==> src/rtl/brake_light_sequencer.sv <==
// Brake-lamp duty sequencer: brake/hold, emergency flash on hard-brake onset, hazard
// flashing in idle, and a dimmed tail level with the headlight on. Outputs are registered.
module brake_light_sequencer #(
  parameter int unsigned CLK_HZ      = 50_000_000,
  parameter int unsigned TICK_HZ     = 1000,
  parameter int unsigned FLASH_TICKS = 100,
  parameter int unsigned FLASH_COUNT = 4,
  parameter int unsigned HOLD_TICKS  = 200,
  parameter int unsigned HAZ_TICKS   = 500,
  parameter logic [9:0]  DUTY_FULL   = 10'h3FF,
  parameter logic [9:0]  DUTY_TAIL   = 10'h01F
) (
  input  logic       c50M,
  input  logic       reset_n,
  input  logic       brakeActive,
  input  logic       hardBrake,
  input  logic       headLightActive,
  input  logic       hazardActive,
  output logic [9:0] PWMinput,
  output logic       flashing,
  output logic [2:0] lampState
);
  localparam int unsigned DIV    = CLK_HZ / TICK_HZ;
  localparam int unsigned PRE_W  = (DIV > 1) ? $clog2(DIV) : 1;
  localparam int unsigned PH_LIM = (FLASH_TICKS > HOLD_TICKS) ? FLASH_TICKS : HOLD_TICKS;
  localparam int unsigned PH_W   = $clog2(PH_LIM + 1);
  localparam int unsigned HZ_W   = $clog2(HAZ_TICKS + 1);
  localparam int unsigned FC_W   = $clog2(FLASH_COUNT + 1);

  localparam logic [PRE_W-1:0] PRE_LAST = PRE_W'(DIV - 1);
  localparam logic [PH_W-1:0]  PH_FLASH = PH_W'(FLASH_TICKS);
  localparam logic [PH_W-1:0]  PH_HOLD  = PH_W'(HOLD_TICKS);
  localparam logic [HZ_W-1:0]  HZ_LIM   = HZ_W'(HAZ_TICKS);
  localparam logic [FC_W-1:0]  FC_LOAD  = FC_W'(FLASH_COUNT);

  typedef enum logic [2:0] {
    S_IDLE       = 3'd0,
    S_BRAKE      = 3'd1,
    S_EFLASH_ON  = 3'd2,
    S_EFLASH_OFF = 3'd3,
    S_HOLD       = 3'd4
  } state_t;

  logic [PRE_W-1:0] r_presc;
  logic             w_tick;
  state_t           r_state, w_state_next;
  logic [PH_W-1:0]  r_phase, w_phase_next, w_phase_inc;
  logic [FC_W-1:0]  r_flash_cnt, w_flash_next, w_flash_dec;
  logic             r_armed, w_armed_next;
  logic [HZ_W-1:0]  r_haz_cnt, w_haz_cnt_next, w_haz_inc;
  logic             r_haz_phase, w_haz_phase_next;
  logic [9:0]       w_base, w_duty_next;
  logic             w_timed;
  logic [9:0]       r_pwm;
  logic             r_flashing;
  logic [2:0]       r_lamp_state;

  assign w_tick      = (r_presc == PRE_LAST);
  assign w_phase_inc = r_phase + PH_W'(1);
  assign w_flash_dec = r_flash_cnt - FC_W'(1);
  assign w_haz_inc   = r_haz_cnt + HZ_W'(1);
  assign w_base      = headLightActive ? DUTY_TAIL : 10'h000;
  assign w_timed     = (r_state == S_EFLASH_ON) || (r_state == S_EFLASH_OFF) || (r_state == S_HOLD);

  always_ff @(posedge c50M or negedge reset_n) begin
    if (!reset_n) r_presc <= '0;
    else          r_presc <= w_tick ? '0 : r_presc + PRE_W'(1);
  end

  always_comb begin
    w_state_next     = r_state;
    w_phase_next     = r_phase;
    w_flash_next     = r_flash_cnt;
    w_armed_next     = r_armed;
    w_haz_cnt_next   = '0;
    w_haz_phase_next = 1'b0;
    w_duty_next      = DUTY_FULL;
    case (r_state)
      S_IDLE: begin
        w_armed_next = 1'b1;
        if (brakeActive && hardBrake) begin
          w_state_next = S_EFLASH_ON;
          w_flash_next = FC_LOAD;
          w_armed_next = 1'b0;
        end else if (brakeActive) begin
          w_state_next = S_BRAKE;
        end
      end
      S_BRAKE: begin
        if (hardBrake && r_armed) begin
          w_state_next = S_EFLASH_ON;
          w_flash_next = FC_LOAD;
          w_armed_next = 1'b0;
        end else if (!brakeActive) begin
          w_state_next = S_HOLD;
        end
      end
      S_EFLASH_ON: begin
        if (w_tick && w_phase_inc == PH_FLASH) w_state_next = S_EFLASH_OFF;
      end
      S_EFLASH_OFF: begin
        // The sequence runs to completion even if the pedal is released mid-flash.
        if (w_tick && w_phase_inc == PH_FLASH) begin
          w_flash_next = w_flash_dec;
          if (w_flash_dec == '0) w_state_next = brakeActive ? S_BRAKE : S_IDLE;
          else                   w_state_next = S_EFLASH_ON;
        end
      end
      S_HOLD: begin
        if (brakeActive)                            w_state_next = S_BRAKE;
        else if (w_tick && w_phase_inc == PH_HOLD) w_state_next = S_IDLE;
      end
      default: w_state_next = S_IDLE;
    endcase

    if (w_state_next != r_state)  w_phase_next = '0;
    else if (w_tick && w_timed)   w_phase_next = w_phase_inc;

    if (r_state == S_IDLE && w_state_next == S_IDLE && hazardActive) begin
      w_haz_cnt_next   = r_haz_cnt;
      w_haz_phase_next = r_haz_phase;
      if (w_tick) begin
        if (w_haz_inc == HZ_LIM) begin
          w_haz_cnt_next   = '0;
          w_haz_phase_next = ~r_haz_phase;
        end else begin
          w_haz_cnt_next = w_haz_inc;
        end
      end
    end

    case (w_state_next)
      S_IDLE:       w_duty_next = w_haz_phase_next ? DUTY_FULL : w_base;
      S_EFLASH_OFF: w_duty_next = 10'h000;
      default:      w_duty_next = DUTY_FULL;
    endcase
  end

  // Outputs are registered from the next-state decode so they track r_state exactly.
  always_ff @(posedge c50M or negedge reset_n) begin
    if (!reset_n) begin
      r_state      <= S_IDLE;
      r_phase      <= '0;
      r_flash_cnt  <= '0;
      r_armed      <= 1'b0;
      r_haz_cnt    <= '0;
      r_haz_phase  <= 1'b0;
      r_pwm        <= 10'h000;
      r_flashing   <= 1'b0;
      r_lamp_state <= 3'd0;
    end else begin
      r_state      <= w_state_next;
      r_phase      <= w_phase_next;
      r_flash_cnt  <= w_flash_next;
      r_armed      <= w_armed_next;
      r_haz_cnt    <= w_haz_cnt_next;
      r_haz_phase  <= w_haz_phase_next;
      r_pwm        <= w_duty_next;
      r_flashing   <= (w_state_next == S_EFLASH_ON) || (w_state_next == S_EFLASH_OFF);
      r_lamp_state <= w_state_next;
    end
  end

  assign PWMinput  = r_pwm;
  assign flashing  = r_flashing;
  assign lampState = r_lamp_state;
endmodule

==> config.mk <==
export PLATFORM = sky130hd
export DESIGN_NAME = brake_light_sequencer
export DESIGN_NICKNAME = d
export VERILOG_FILES = /design/src/rtl/brake_light_sequencer.sv
export SDC_FILE = /design/constraint.sdc
export NUM_CORES = 1
export LEC_CHECK = 0
export CORE_MARGIN = 3
export CORE_UTILIZATION = 47
export DETAILED_ROUTE_END_ITERATION = 7
export PLACE_DENSITY = 0.69
export SKIP_CTS_REPAIR_TIMING = 1
export SYNTH_ARGS = -nofsm -noshare
export SYNTH_HDL_FRONTEND = slang
export SYNTH_SLANG_ARGS = --single-unit
export TNS_END_PERCENT = 50
==> constraint.sdc <==
create_clock -name c50M -period 2.4 [get_ports c50M]
set_input_delay 0.36 -clock c50M [delete_from_list [all_inputs] [get_ports c50M]]
set_output_delay 0.36 -clock c50M [all_outputs]
set_load 0.1 [all_outputs]
==> qor.csv <==
metric,value,unit
outcome,"complete, no violations",
root_buffer,clkbuf_8,
area_growth,13.2,%
h-tree-depth,2,
fill_cells,522,
hold_viol_final,0,
path_common_cell,a2111oi_2,
skew,7.51,ps
io_buffers,19,
drv_slew,0,
maxCapViolCount,0,
whs,120,ps
syn_area,2740,um2
required,2570,ps
ys_seq_area_share,40.2,%
switching_share,51.7,%
hpwl,4.00,mm
drt-total-wl,5.38,mm
drcViolationCount,0,
rsz0062_at_grt,no,
avgRoutedWirePerCell,13.7,um
path_max_fanout,10,
setup_tns,0,ps
register_area,1100,um2
crit_arrival,2380,ps
place_congestion,0.833,
tightest_slew,546,ps
ys_ff_latch,44,
firstDrtPassIters,4,
crit_chain,ha_1 -> or3_1 -> a2111oi_2 -> a211oi_1 -> a2111oi_2 -> a31oi_1,
viasPerCell,5.60,
cp-start-kind,flop,
antenna_cells,0,
ioPinCount,20,
ant_nets,0,
num_rows,27,
power_density,899,nW/um2
synth_cell_types,61,
track_usage,17.3,%
yosysWarnings,0,
multiInputGateArea,1510,um2
crit_type,flop to flop,
power_leakage,1.34,nW
placed_cell_area,2990,um2
yosys_most_used_dff,dfrtp_1,
final_nets,332,
clock_latency,300,ps
clock_sink_count,44,
cts_buffers,5,
avgSynthCellArea,9.16,um2
grt_pass1_vias,1990,
final_common_cell,dfrtp_1,
end_kind,flop,
slew_headroom,63.6,%
ir_worst_vdd,0.000734,V
dieArea,6780,um2
cts_tree,done,
fin_crit_sh,92.0,%
final_util,55.7,%
initial_core_util,49.2,%
die_w,82.4,um
cpLargestDelayFamily,compound AO/OA/AOI/OAI gates,
async_flop_share,100,%
grt-ovfl-total,0,
min_path_type,input port to async pin,
grt_pass1_wl,9.04,mm
min_period,2210,ps
slowest_stage,a2111oi_2,
synth_nets,311,
die_h,82.4,um
power_frac_clock,17.4,%
final_cell_area,3100,um2
drt_iter0_drc,115,
synth_edf_count,0,
drive_gt1_share,18.1,%
grt_max_degree,45,
num_vias,2202,
p_comb_share,50.6,%
p_int,1.35,mW
antenna_found_initial,0,
seqPwrFrac,32.0,%
cts.path.max_buffers,2,
critPathMaxStageDelay,430,ps
setup_viol,0,
fmax,453,MHz
mostFrequentLayoutCells,"dfrtp_1, buf_4, a21oi_1, nor2_1, nand2_1",
p_switching,1.44,mW
clk_pin_slew,80,ps
synthCells,299,
core,5570,um2
path_buf_inv,0,
[worst register-to-register path: cells and delay by family, from the launching register on]
family	cells	cell delay, ps
DFF	1	380
AOI/OAI and AO/OA	4	970
adders and majority gates	1	310
and+or+nand+nor	1	420
[cells by family after synthesis]
kind of cell | share of synthesized area [%]
AO/OA/AOI/OAI | 16.2
AND/OR/NAND/NOR | 25.8
XOR/XNOR | 8.95
buffers and inverters | 5.48
flip-flops | 40.2
adder cells (fa/ha/maj) | 2.74
multiplexers | 0.731
[routing by layer]
metal / vias up / GRT usage [%] / share of wire (%)
li1: 1110 / - / -
met1: 1038 / 24.0 / 50
met2: 44 / 26.4 / 44
met3: 10 / 3.58 / 4.3
met4: 0 / 6.15 / 1.8
met5: - / 0 / 0
[metrics by stage]
step	std cells	setup WS, ps	power (mW)
after global routing	393	17.3	2.92
after CTS	393	105	2.80
after floorplan	299	89.2	2.08
final	393	191	2.79
after detailed placement	385	117	2.31
after global placement	385	98.2	2.30
[power by group through the flow]
stage                     logic (mW)  clock network (mW)  registers (mW)
after floorplan                0.922                   0            1.16
after global placement          1.40                   0           0.900
after detailed placement        1.41                   0           0.904
after CTS                       1.41               0.503           0.889
after global routing            1.48               0.539           0.902
final                           1.41               0.486           0.891
[registers in the layout, indices dropped and copies added, names as in the netlist]
signal       flops
r_haz_phase      1
r_phase          8
r_haz_cnt        9
PWMinput         2
lampState        3
flashing         1
r_flash_cnt      3
r_armed          1
r_presc         16
[path summary, 6_finish.rpt]
kind	from	endpoint	slack (ps)	cells past startpoint
setup / recovery	r_phase[0]	PWMinput[4]	190	6
hold / removal	reset_n	r_haz_cnt[3]	120	2
setup reg to reg	r_phase[0]	PWMinput[4]	190	6
hold reg to reg	r_presc[0]	r_presc[0]	470	1
max in group asynchronous	reset_n	lampState[0]	1880	2
min in group c50M	r_presc[0]	r_presc[0]	470	1
[layout make-up]
type                    count  area share (%)
clock buffers               7            2.78
clock inverters             1           0.242
inverters                   8           0.968
multi-input cells         225            48.6
flip-flops and latches     44            35.5
well taps                  72            2.90
repair buffers             36            8.95
[synthesized netlist by cell type (2+ instances only)]
master / count / area (um2)
xor2_1: 20 / 175
nand3_1: 17 / 85.1
o2111ai_1: 2 / 17.5
a21oi_1: 24 / 120
and2_1: 6 / 37.5
o21ai_0: 9 / 45.0
clkbuf_1: 8 / 30.0
dfrtp_1: 44 / 1100
a31oi_1: 5 / 31.3
a21oi_2: 2 / 17.5
ha_1: 6 / 75.1
o211ai_1: 2 / 15.0
nand3b_1: 4 / 30.0
nand4_1: 5 / 31.3
nand2b_1: 4 / 25.0
or3_1: 3 / 18.8
nor3_1: 3 / 15.0
a211oi_1: 2 / 15.0
mux2i_1: 2 / 20.0
and4_1: 2 / 17.5
buf_2: 6 / 30.0
nor2b_1: 4 / 25.0
nor2_1: 24 / 90.1
buf_4: 8 / 60.1
and3_1: 7 / 43.8
nand2_1: 23 / 86.3
nor4bb_1: 2 / 20.0
o21ai_1: 2 / 10.0
and4_2: 2 / 20.0
xnor2_1: 8 / 70.1
inv_1: 8 / 30.0
o22a_1: 3 / 26.3
or2_2: 2 / 12.5
nor4b_1: 3 / 26.3
(Power assumes the default switching activity.)
